--- src/rtl/wave_burst_controller.sv ---
// ----------------------------------------------------------------------------
// wave_burst_controller
//   Sequencer for one up/down triangle counter. On start it clears the
//   counter for one cycle, then paces it with a prescaled enable strobe,
//   tracks the count direction and counts completed triangle periods. A burst
//   ends at a trough (counter value 0), either after the requested number of
//   periods or, in any mode, after a stop request.
//
//   Optional build macro: WAVE_BURST_PAUSE_EN adds a 'pause' input. While it
//   is high in RUN, the strobe is suppressed and the pacing/tracking state
//   holds.
//
// Ports
//   clk, rst      : clock, asynchronous active-high reset
//   start         : begin a burst (accepted only in IDLE)
//   stop          : early stop, honoured at the next period boundary
//   pause         : (WAVE_BURST_PAUSE_EN only) freeze pacing while in RUN
//   div           : strobe spacing, one tri_ena every div+1 clocks
//   periods       : burst length in full periods, 0 = continuous
//   tri_value     : current triangle counter value
//   tri_clr       : registered synchronous clear to the counter
//   tri_ena       : count enable to the counter (decoded from state/prescaler)
//   busy          : high in CLEAR and RUN
//   done          : one-cycle pulse on burst completion
//   period_count  : periods completed in the current or last burst
// ----------------------------------------------------------------------------
module wave_burst_controller #(
   parameter int unsigned N     = 8,
   parameter int unsigned DIV_W = 16,
   parameter int unsigned CNT_W = 8
) (
   input  logic             clk,
   input  logic             rst,
   input  logic             start,
   input  logic             stop,
`ifdef WAVE_BURST_PAUSE_EN
   input  logic             pause,
`endif
   input  logic [DIV_W-1:0] div,
   input  logic [CNT_W-1:0] periods,
   input  logic [N-1:0]     tri_value,
   output logic             tri_clr,
   output logic             tri_ena,
   output logic             busy,
   output logic             done,
   output logic [CNT_W-1:0] period_count
);

   // Turn-around values of the counter: MAX-1 going up, 1 going down.
   localparam logic [N-1:0] PEAK_M1 = {{(N-1){1'b1}}, 1'b0};
   localparam logic [N-1:0] ONE     = N'(1);

   typedef enum logic [1:0] {
      IDLE  = 2'd0,
      CLEAR = 2'd1,
      RUN   = 2'd2,
      DONE  = 2'd3
   } state_t;

   state_t           state;
   logic [DIV_W-1:0] div_q;
   logic [CNT_W-1:0] periods_q;
   logic [DIV_W-1:0] presc;
   logic             dir_down;
   logic             stop_pending;

   logic             paused;
   logic             strobe;
   logic             boundary;
   logic             finish;
   logic [CNT_W-1:0] pc_next;

`ifdef WAVE_BURST_PAUSE_EN
   assign paused = pause;
`else
   assign paused = 1'b0;
`endif

   // Strobe and period-boundary decode.
   assign strobe   = (state == RUN) && (presc == div_q) && !paused;
   assign tri_ena  = strobe;
   assign boundary = strobe && dir_down && (tri_value == ONE);
   assign pc_next  = period_count + CNT_W'(1);
   // A stop arriving on the boundary cycle itself also ends the burst.
   assign finish   = boundary &&
                     (((periods_q != '0) && (pc_next == periods_q)) ||
                      stop_pending || stop);

   // Burst sequencer with registered outputs.
   always_ff @(posedge clk or posedge rst) begin
      if (rst) begin
         state        <= IDLE;
         div_q        <= '0;
         periods_q    <= '0;
         presc        <= '0;
         dir_down     <= 1'b0;
         stop_pending <= 1'b0;
         tri_clr      <= 1'b0;
         busy         <= 1'b0;
         done         <= 1'b0;
         period_count <= '0;
      end else begin
         tri_clr <= 1'b0;
         done    <= 1'b0;
         case (state)
            IDLE: begin
               if (start) begin
                  div_q        <= div;
                  periods_q    <= periods;
                  period_count <= '0;
                  presc        <= '0;
                  stop_pending <= 1'b0;
                  dir_down     <= 1'b0;
                  tri_clr      <= 1'b1;
                  busy         <= 1'b1;
                  state        <= CLEAR;
               end
            end
            CLEAR: begin
               if (stop) stop_pending <= 1'b1;
               state <= RUN;
            end
            RUN: begin
               if (stop) stop_pending <= 1'b1;
               if (!paused) begin
                  presc <= strobe ? '0 : presc + DIV_W'(1);
               end
               if (strobe) begin
                  if (!dir_down && (tri_value == PEAK_M1)) begin
                     dir_down <= 1'b1;
                  end else if (boundary) begin
                     dir_down     <= 1'b0;
                     period_count <= pc_next;
                  end
               end
               if (finish) begin
                  busy  <= 1'b0;
                  done  <= 1'b1;
                  state <= DONE;
               end
            end
            DONE: begin
               state <= IDLE;
            end
            default: begin
               state <= IDLE;
            end
         endcase
      end
   end

endmodule
--- config.mk ---
export PLATFORM = sky130hd
export DESIGN_NAME = wave_burst_controller
export DESIGN_NICKNAME = d
export VERILOG_FILES = /design/src/rtl/wave_burst_controller.sv
export SDC_FILE = /design/constraint.sdc
export NUM_CORES = 1
export LEC_CHECK = 0
export BUFFER_PORTS_ARGS = -buffer_cell sky130_fd_sc_hd__buf_2
export CAP_MARGIN = 20
export CORE_UTILIZATION = 50
export DETAILED_ROUTE_END_ITERATION = 8
export PLACE_DENSITY = 0.75
export REMOVE_ABC_BUFFERS = 1
export SETUP_SLACK_MARGIN = 0.2
export SLEW_MARGIN = 20
export SYNTH_ARGS = -nofsm -noshare
export SYNTH_HDL_FRONTEND = slang
export SYNTH_SLANG_ARGS = --single-unit
--- constraint.sdc ---
create_clock -name clk -period 5.3 [get_ports clk]
set_input_delay 0.53 -clock clk [delete_from_list [all_inputs] [get_ports clk]]
set_output_delay 0.53 -clock clk [all_outputs]
set_load 0.005 [all_outputs]
==> impl_metrics.env, run 1 <==
export IMPL_outcome="complete, no violations"
export IMPL_synthArstFlopShare_pct=100.0
export IMPL_grt_pass1_wl_um=9867
export IMPL_nets=366
export IMPL_synth_top_family_by_area="simple AND/OR/NAND/NOR gates"
export IMPL_tightest_slew_ps=954.5
export IMPL_p_leak_nw=1.487
export IMPL_synth_edf_count=0
export IMPL_finalMaxSlewViolations=0
export IMPL_syn_area_per_cell_um2=10.62
export IMPL_drtPass1Iterations=4
export IMPL_num_antenna_cells=0
export IMPL_grt_use_total_pct=20.36
export IMPL_yosysUniqueCellTypes=50
export IMPL_hold_violations=0
export IMPL_period_minus_slack_ps=2730
export IMPL_htree_levels=2
export IMPL_totalWireLength_um=5826
export IMPL_fin_cells=396
export IMPL_clock_path_buffers=2
export IMPL_critPathArrivalTime_ps=2900
export IMPL_hpwl_um=4209
export IMPL_cts_setup_buffers=0
export IMPL_syn_cell_area_um2=3005
export IMPL_grt_overflow_total=0
export IMPL_die_w_um=79.53
export IMPL_synth_flop_cell="dfrtp_1"
export IMPL_routedWlPerCell_um=14.71
export IMPL_finalWeightedCongestion=0.7954
export IMPL_whs_ps=406.6
export IMPL_grt_max_degree=56
export IMPL_final_common_cell="dfrtp_1"
export IMPL_final_period_utilization_pct=51.51
export IMPL_r2r_slack_ps=2570
export IMPL_layout_drive_gt1_share_pct=28.09
export IMPL_powerDensity_nw_per_um2=429.3
export IMPL_cts_root_buf="clkbuf_8"
export IMPL_required_ps=5470
export IMPL_ys_ff_latch=55
export IMPL_setup_slack_ps=2570
export IMPL_cts_tree="yes"
export IMPL_grtUsageMet1_pct=25.28
export IMPL_synth_compound_area_share_pct=9.326
export IMPL_synth_fa_ha_area_share_pct=2.082
export IMPL_yosysWarnings=0
export IMPL_dr_total_vias=2251
export IMPL_rsz0062_at_grt="no"
export IMPL_die_h_um=79.53
export IMPL_ios=48
export IMPL_met3_usage_pct=4.000
export IMPL_drc=0
export IMPL_fmax_mhz=366.3
export IMPL_syn2layout_area_growth_pct=11.20
export IMPL_utilization_pct=59.24
export IMPL_max_slew_margin_pct=34.55
export IMPL_crit_path_end_kind="flop"
export IMPL_clkLatencyLatePin_ps=300
export IMPL_timing_setup_tns_ps=0
export IMPL_clk_pin_slew_ps=90
export IMPL_cts_sinks=55
export IMPL_die_area_um2=6325
export IMPL_synthMuxAreaShare_pct=9.950
export IMPL_hold_class="input port to asynchronous set/reset pin"
export IMPL_grt_busiest_layer="met2"
export IMPL_initial_core_util_pct=53.27
export IMPL_synthCells=283
export IMPL_regToRegStartpoint="state[0]"
export IMPL_grt_use_met2_pct=35.64
export IMPL_startpoint_type="flop"
export IMPL_grt_pass1_vias=2147
export IMPL_drv_cap=0
export IMPL_post_place_ws_ps=2559
export IMPL_post_cts_resized=0
export IMPL_core_um2=5642
export IMPL_peakVddDrop_uv=215.0
export IMPL_vias_per_cell=5.684
export IMPL_finClkSkew_ps=8.726
export IMPL_antenna_found_initial=0
export IMPL_port_buffers=47
export IMPL_final_cell_mix="dfrtp_1, buf_2, xnor2_1"
export IMPL_finalSetupViolations=0
export IMPL_yosysSeqAreaShare_pct=45.80
export IMPL_synth_xor_area_share_pct=11.37
export IMPL_ctsHoldBuffers=0
export IMPL_dp_cells=390
export IMPL_reg2regPathDepth=8
export IMPL_path_class="flop to flop"
export IMPL_cts_buffers=5
export IMPL_cp_max_fo=18
export IMPL_first_iter_violations=128
export IMPL_yosys_area_share_simple_pct=17.99
export IMPL_rows=27
export IMPL_r2r_end="presc[11]"
export IMPL_ant_nets=0
==> cells in the mapped netlist (6+ instances only) <==
cell     count  area [um2]
a21oi_1      7       35.03
xor2_1      13       113.9
o21ai_0      8       40.04
nand3_1      6       30.03
nor2_1      22       82.58
xnor2_1     26       227.7
nand4_1     15       93.84
and3_1       6       37.54
dfrtp_1     55        1376
mux2_2      23       259.0
inv_1        7       26.28
nand2_1     20       75.07
buf_2        6       30.03
==> critical path, cell delays in order (launching register included) <==
cell and delay (ps):
dfrtp_1 400, inv_1 110, ha_1 540, mux2i_1 460
nor3_1 460, and2_1 270, nand4_1 130, xor2_1 160
nor2_1 50
==> logic make-up (layout without fill, tap and decap cells) <==
| group | count (synthesis) | in the layout |
|---|---|---|
| buffers and inverters | 21 | 62 |
| AO/OA/AOI/OAI | 38 | 38 |
| adder cells (fa/ha/maj) | 5 | 5 |
| flip-flops | 55 | 55 |
| multiplexers | 27 | 27 |
| AND/OR/NAND/NOR | 98 | 98 |
| XOR/XNOR | 39 | 39 |
==> routing by layer <==
layer,vias to the layer above,wire [um],part of all wire (%)
met2,46,3007,52
met4,0,59,1.0
met3,5,226,3.9
li1,1088,-,-
met5,-,0,0
met1,1112,2533,43
==> where the power goes <==
| group | switching [W] | leakage (nW) | internal [W] |
|---|---|---|---|
| logic | 0.000277 | 0.747 | 0.000281 |
| registers | 0.000116 | 0.702 | 0.000546 |
| clock network | 0.000127 | 0.0371 | 0.0000886 |
==> state kept, by name, indices dropped and copies added, names as in the netlist <==
register,flops
busy,1
dir_down,1
div_q,16
done,1
period_count,8
periods_q,8
presc,16
state,2
stop_pending,1
tri_clr,1
==> worst max-delay path by stage <==
stage | from | endpoint | slack [ps] | cells past startpoint
2_1_floorplan | state[0] | period_count[2] | 2820 | 6
3_3_place_gp | state[0] | dir_down | 2650 | 8
3_5_place_dp | state[0] | dir_down | 2560 | 8
4_1_cts | state[0] | dir_down | 2540 | 8
5_1_grt | state[0] | presc[11] | 2290 | 8
6_report | state[0] | presc[11] | 2570 | 8
==> through the flow <==
stage / total power (W) / area, um2
after floorplan: 0.001083 / 2927
after global routing: 0.001548 / 3342
final: 0.001435 / 3342
after detailed placement: 0.001234 / 3267
after global placement: 0.001207 / 3267
after CTS: 0.001452 / 3339
==> layout make-up <==
type | instances | area [um2]
fillers | 500 | 2300
repair buffers | 49 | 250.2
multi-input cells | 207 | 1526
inverters | 7 | 26.28
clock buffers | 6 | 72.57
well taps | 72 | 90.09
flip-flops and latches | 55 | 1376
No activity file was read; power rests on OpenSTA's default activity.
==> inputs of run 2 (changes only) <==
--- a/config.mk
+++ b/config.mk
@@ -5,11 +5,12 @@
 export SDC_FILE = /design/constraint.sdc
 export NUM_CORES = 1
 export LEC_CHECK = 0
+export ABC_AREA = 1
 export BUFFER_PORTS_ARGS = -buffer_cell sky130_fd_sc_hd__buf_2
 export CAP_MARGIN = 20
 export CORE_UTILIZATION = 50
 export DETAILED_ROUTE_END_ITERATION = 8
-export PLACE_DENSITY = 0.75
+export PLACE_DENSITY = 0.78
 export REMOVE_ABC_BUFFERS = 1
 export SETUP_SLACK_MARGIN = 0.2
 export SLEW_MARGIN = 20
==> constraint.sdc (replaced) <==
create_clock -name clk -period 2.4 [get_ports clk]
set_input_delay 0.24 -clock clk [delete_from_list [all_inputs] [get_ports clk]]
set_output_delay 0.24 -clock clk [all_outputs]
set_load 0.005 [all_outputs]
==> impl_metrics.env, run 2 <==
export IMPL_grt_overflow_total=0
export IMPL_cellInternalPower_w=0.001927
export IMPL_yosysWarnings=0
export IMPL_synth_edf_count=0
export IMPL_required_ps=2600
export IMPL_hold_violations=0
export IMPL_power_frac_comb_pct=42.8
export IMPL_finalMaxSlewViolations=0
export IMPL_tightest_slew_ps=447.1
export IMPL_finalWeightedCongestion=0.8516
export IMPL_initial_core_util_pct=51.80
export IMPL_finalSetupViolations=0
export IMPL_first_iter_violations=188
export IMPL_syn_cell_area_um2=3067
export IMPL_sequentialPowerShare_pct=42.8
export IMPL_crit_buf_inv=5
export IMPL_cp_max_fo=18
export IMPL_drv_cap=0
export IMPL_netSwitchingPower_w=0.001381
export IMPL_layout_drive_gt1_share_pct=18.92
export IMPL_cts_setup_buffers=0
export IMPL_totalWireLength_um=6603
export IMPL_port_buffers=47
export IMPL_clkLatencyLatePin_ps=310
export IMPL_nets=486
export IMPL_grt_use_total_pct=23.10
export IMPL_cts_sinks=55
export IMPL_core_um2=5921
export IMPL_hold_class="input port to flop"
export IMPL_crit_path_end_kind="flop"
export IMPL_rsz0062_at_grt="no"
export IMPL_p_clk_share_pct=14.5
export IMPL_synth_area_leaders="dfrtp_1, nand2_1, xnor2_1"
export IMPL_timing_setup_tns_ps=0
export IMPL_regArea_um2=1376
export IMPL_startpoint_type="flop"
export IMPL_top_regs="div_q x16, presc x16"
export IMPL_syn2layout_area_growth_pct=13.42
export IMPL_htree_levels=2
export IMPL_cts_root_buf="clkbuf_8"
export IMPL_rows=28
export IMPL_synth_area_leader_cell="dfrtp_1"
export IMPL_yosysMostFrequentCell="nand2_1"
export IMPL_cp_top_family="buffers and inverters"
export IMPL_grt_pass1_vias=2609
export IMPL_multi_input_area_um2=1490
export IMPL_die_area_um2=6451
export IMPL_cts_tree="yes"
export IMPL_max_slew_margin_pct=70.15
export IMPL_yosysUniqueCellTypes=35
export IMPL_die_w_um=80.32
export IMPL_fmax_mhz=503.2
export IMPL_slowest_stage="dfrtp_1"
export IMPL_dr_total_vias=2655
export IMPL_path_class="flop to flop"
export IMPL_synthCells=393
export IMPL_drtPass1Iterations=4
export IMPL_routedWlPerCell_um=12.72
export IMPL_synthArstFlopShare_pct=100.0
export IMPL_die_h_um=80.32
export IMPL_crit_chain="inv_1, ha_1, nand2_4, inv_4, a21oi_2, inv_2, nand2_2, inv_4, o21ai_4, inv_2, nand2_1, o21ai_1"
export IMPL_grt_pass1_wl_um=11390
export IMPL_cpPeakStageDelay_ps=400
export IMPL_clock_path_buffers=2
export IMPL_yosysTopAreaCellShare_pct=44.88
export IMPL_p_leak_nw=1.702
export IMPL_final_common_cell="nand2_1"
export IMPL_drc=0
export IMPL_place_area_um2=3386
export IMPL_ant_nets=0
export IMPL_outcome="complete, no violations"
export IMPL_yosys_top_cells_count="nand2_1, dfrtp_1, inv_1"
export IMPL_period_minus_slack_ps=1987
export IMPL_cts_buffers=5
export IMPL_setup_slack_ps=412.8
export IMPL_final_cell_mix="nand2_1, dfrtp_1, buf_2"
export IMPL_ys_ff_latch=55
export IMPL_peakVddDrop_uv=451.3
export IMPL_n_fill_cell=561
export IMPL_critPathArrivalTime_ps=2190
export IMPL_synth_flop_cell="dfrtp_1"
export IMPL_syn_area_per_cell_um2=7.803
export IMPL_fin_area_um2=3478
export IMPL_grt_max_degree=35
export IMPL_yosysSeqAreaShare_pct=44.88
export IMPL_vias_per_cell=5.116
export IMPL_utilization_pct=58.75
export IMPL_finClkSkew_ps=10.52
export IMPL_num_antenna_cells=0
export IMPL_ios=48
export IMPL_switching_share_pct=41.75
export IMPL_antenna_found_initial=0
export IMPL_clk_pin_slew_ps=90
export IMPL_powerDensity_nw_per_um2=951.0
export IMPL_post_place_ws_ps=309.6
export IMPL_final_period_utilization_pct=82.80
export IMPL_hpwl_um=4937
-- run 2: changes by cell type in the layout (fill, tap and decap cells not counted), sizes merged, moves of 10 or more --
cell | previous run | this run
nor2 | 22 | 37
inv | 7 | 42
nand3 | 6 | 26
mux2 | 23 | 0
nand2 | 20 | 136
o21ai | 8 | 25
xnor2 | 26 | 16
-- run 2: kinds of logic after synthesis --
kind of cell | share of synthesized area [%]
xor gates and xnor gates | 6.854
buffers and inverters | 6.772
DFF | 44.88
AOI/OAI and AO/OA | 6.365
and+or+nand+nor | 33.09
adders and majority gates | 2.040
-- run 2: final timing paths --
kind | startpoint | end | slack [ps] | depth (start not counted)
max | state[1] | period_count[5] | 410 | 12
min | div[7] | div_q[7] | 120 | 3
min in group asynchronous | rst | tri_clr | 480 | 3
max reg2reg | state[1] | period_count[5] | 410 | 12
max in group asynchronous | rst | period_count[3] | 1300 | 4
min reg2reg | state[0] | state[0] | 500 | 2
-- run 2: metal layers --
metal  GRT usage, %  part of all wire (%)
met1          26.83                    42
met5              0                     0
met3          3.977                   4.2
met2          42.14                    52
met4          8.750                   1.7
-- run 2: cell type report --
cell class / instances / area share, %
inverter: 42 / 4.676
sequential: 55 / 39.57
clock buffer: 6 / 2.086
multi-input combinational: 288 / 42.84
tap: 75 / 2.698
timing repair buffer: 53 / 8.129
-- run 2: power by group through the flow --
stage               Clock [W]  Combinational (W)  Sequential, W
CTS                  0.000490            0.00141        0.00142
detailed placement          0            0.00140        0.00143
global route         0.000527            0.00163        0.00145
global placement            0            0.00135        0.00143
finish               0.000479            0.00141        0.00141
floorplan                   0            0.00103        0.00138
-- run 2: repair_timing --
item                       4_1_cts  5_1_grt
gates resized for setup          0        2
hold buffers                     1        0
setup endpoints to repair        0        9
hold endpoints to repair        18        0
-- run 2: per-stage QoR --
stage / hold WS, ps / cells / total power, W
2_1_floorplan: 349.6 / 385 / 0.002409
3_3_place_gp: 264.2 / 512 / 0.002781
3_5_place_dp: 267.3 / 512 / 0.002829
4_1_cts: 117.2 / 519 / 0.003313
5_1_grt: 121.4 / 519 / 0.003612
6_report: 123.4 / 519 / 0.003308
-- run 2: tightest hold or removal path, stage by stage --
cell,delay [ps]
buf_2,70
nand2_1,40
nand2_1,40
==> inputs of run 3 (changes only) <==
--- a/config.mk
+++ b/config.mk
@@ -5,7 +5,7 @@
 export SDC_FILE = /design/constraint.sdc
 export NUM_CORES = 1
 export LEC_CHECK = 0
-export ABC_AREA = 1
+export ABC_AREA = 0
 export BUFFER_PORTS_ARGS = -buffer_cell sky130_fd_sc_hd__buf_2
 export CAP_MARGIN = 20
 export CORE_UTILIZATION = 50
==> constraint.sdc (replaced) <==
create_clock -name clk -period 1.79 [get_ports clk]
set_input_delay 0.179 -clock clk [delete_from_list [all_inputs] [get_ports clk]]
set_output_delay 0.179 -clock clk [all_outputs]
set_load 0.005 [all_outputs]
==> impl_metrics.env, run 3 (same netlist as run 1, synthesis figures left out) <==
export IMPL_powerDensity_nw_per_um2=1311
export IMPL_initial_core_util_pct=53.27
export IMPL_num_antenna_cells=0
export IMPL_final_cell_mix="buf_4, dfrtp_1, buf_2"
export IMPL_min_from="periods[2]"
export IMPL_grt_pass1_vias=2839
export IMPL_clk_pin_slew_ps=100
export IMPL_routedWlPerCell_um=16.96
export IMPL_antenna_found_initial=0
export IMPL_hold_class="input port to flop"
export IMPL_cts_sinks=55
export IMPL_startpoint_type="flop"
export IMPL_hold_violations=0
export IMPL_fin_cells=471
export IMPL_clock_path_buffers=2
export IMPL_htree_levels=2
export IMPL_outcome="complete, but fails checks"
export IMPL_rows=27
export IMPL_cpPeakStageDelay_ps=440
export IMPL_cp_top_family="compound AO/OA/AOI/OAI gates"
export IMPL_port_buffers=47
export IMPL_top_regs="div_q x16, presc x16"
export IMPL_hpwl_um=5174
export IMPL_layout_drive_gt1_share_pct=48.12
export IMPL_grt_max_degree=27
export IMPL_die_h_um=79.53
export IMPL_n_fill_cell=378
export IMPL_regToRegStartpoint="period_count[1]"
export IMPL_critPathArrivalTime_ps=2310
export IMPL_final_common_cell="buf_4"
export IMPL_die_area_um2=6325
export IMPL_fin_area_um2=4230
export IMPL_required_ps=2010
export IMPL_crit_buf_inv=1
export IMPL_period_minus_slack_ps=2099
export IMPL_drc=0
export IMPL_syn2layout_area_growth_pct=40.76
export IMPL_clkLatencyLatePin_ps=320
export IMPL_finalSetupViolations=30
export IMPL_holdPathEnd="periods_q[2]"
export IMPL_crit_path_end_kind="flop"
export IMPL_nets=439
export IMPL_rsz0062_at_grt="yes"
export IMPL_place_area_um2=3730
export IMPL_drtPass1Iterations=4
export IMPL_path_class="flop to flop"
export IMPL_finClkSkew_ps=9.604
export IMPL_cp_max_fo=5
export IMPL_die_w_um=79.53
export IMPL_failed_checks="setup timing"
export IMPL_peakVddDrop_uv=825.4
export IMPL_crit_chain="ha_4, o21ba_4, a221oi_2, a31oi_1, o41ai_2, buf_4, mux2i_1, a211o_1"
export IMPL_ios=48
export IMPL_cts_tree="yes"
export IMPL_timing_setup_tns_ps=-4380
export IMPL_p_leak_nw=1.952
export IMPL_r2r_slack_ps=-310
export IMPL_drv_cap=0
export IMPL_totalWireLength_um=7989
export IMPL_first_iter_violations=184
export IMPL_tightest_slew_ps=556.5
export IMPL_min_path_cells=3
export IMPL_grt_use_total_pct=26.98
export IMPL_slowest_stage="dfrtp_1"
export IMPL_final_period_utilization_pct=117.3
export IMPL_grt_overflow_total=0
export IMPL_reg2regPathDepth=8
export IMPL_fmax_mhz=476.4
export IMPL_cts_root_buf="clkbuf_8"
export IMPL_grt_pass1_wl_um=13170
export IMPL_dr_total_vias=2688
export IMPL_core_um2=5642
export IMPL_r2r_end="state[1]"
export IMPL_vias_per_cell=5.707
export IMPL_post_place_ws_ps=-438.1
export IMPL_cts_buffers=5
export IMPL_finalWeightedCongestion=0.8806
export IMPL_finalMaxSlewViolations=0
export IMPL_max_slew_margin_pct=62.85
export IMPL_ant_nets=0
export IMPL_setup_slack_ps=-309.3
export IMPL_dp_cells=450
==> run 3: cell type report <==
type | count | area (um2) | area share (%)
clock buffers | 6 | 82.58 | 1.952
well taps | 72 | 90.09 | 2.130
clock inverters | 2 | 38.79 | 0.9169
multi-input cells | 207 | 1710 | 40.43
flip-flops and latches | 55 | 1376 | 32.53
repair buffers | 122 | 905.9 | 21.41
inverters | 7 | 26.28 | 0.6211
==> run 3: worst max path at each step <==
stage / startpoint / depth (start not counted) / to
4_1_cts: period_count[1] / 8 / state[1]
6_report: period_count[1] / 8 / state[1]
5_1_grt: period_count[1] / 8 / state[1]
2_1_floorplan: state[0] / 6 / period_count[2]
3_3_place_gp: period_count[0] / 8 / state[1]
3_5_place_dp: period_count[0] / 8 / state[0]
==> run 3: power breakdown <==
| group | total [W] | internal (W) | switching, W |
|---|---|---|---|
| sequential | 0.00192 | 0.00162 | 0.000304 |
| combinational | 0.00273 | 0.00149 | 0.00124 |
| clock | 0.000890 | 0.000461 | 0.000429 |
==> run 3: stage by stage <==
stage               util, %  power (W)  hold slack (ps)
floorplan                 -   0.003207            295.8
global placement      66.11   0.004007            251.4
detailed placement    66.11   0.004099            257.2
CTS                   74.03   0.005399            81.84
global route          74.98   0.005840            79.56
finish                74.98   0.005544            81.65
==> run 3: what timing repair did <==
| action | 4_1_cts | 5_1_grt |
|---|---|---|
| buffers inserted | 11 | 0 |
| resized for setup | 52 | 9 |
| endpoints found under the hold margin | 23 | 0 |
| pin swaps | 32 | 1 |
| setup endpoints to repair | 54 | 54 |
| hold buffers | 1 | 0 |
| gates cloned | 1 | 0 |
==> run 3: tightest hold or removal path: stages <==
cell and delay (ps):
buf_2 70, nand2_1 40, o21ai_0 70
==> run 3: routing by layer <==
layer / vias to the layer above / part of all wire (%) / track usage (%)
li1: 1230 / - / -
met1: 1360 / 39 / 29.77
met2: 81 / 54 / 51.37
met3: 17 / 4.4 / 5.029
met4: 0 / 1.9 / 8.545
met5: - / 0 / 0
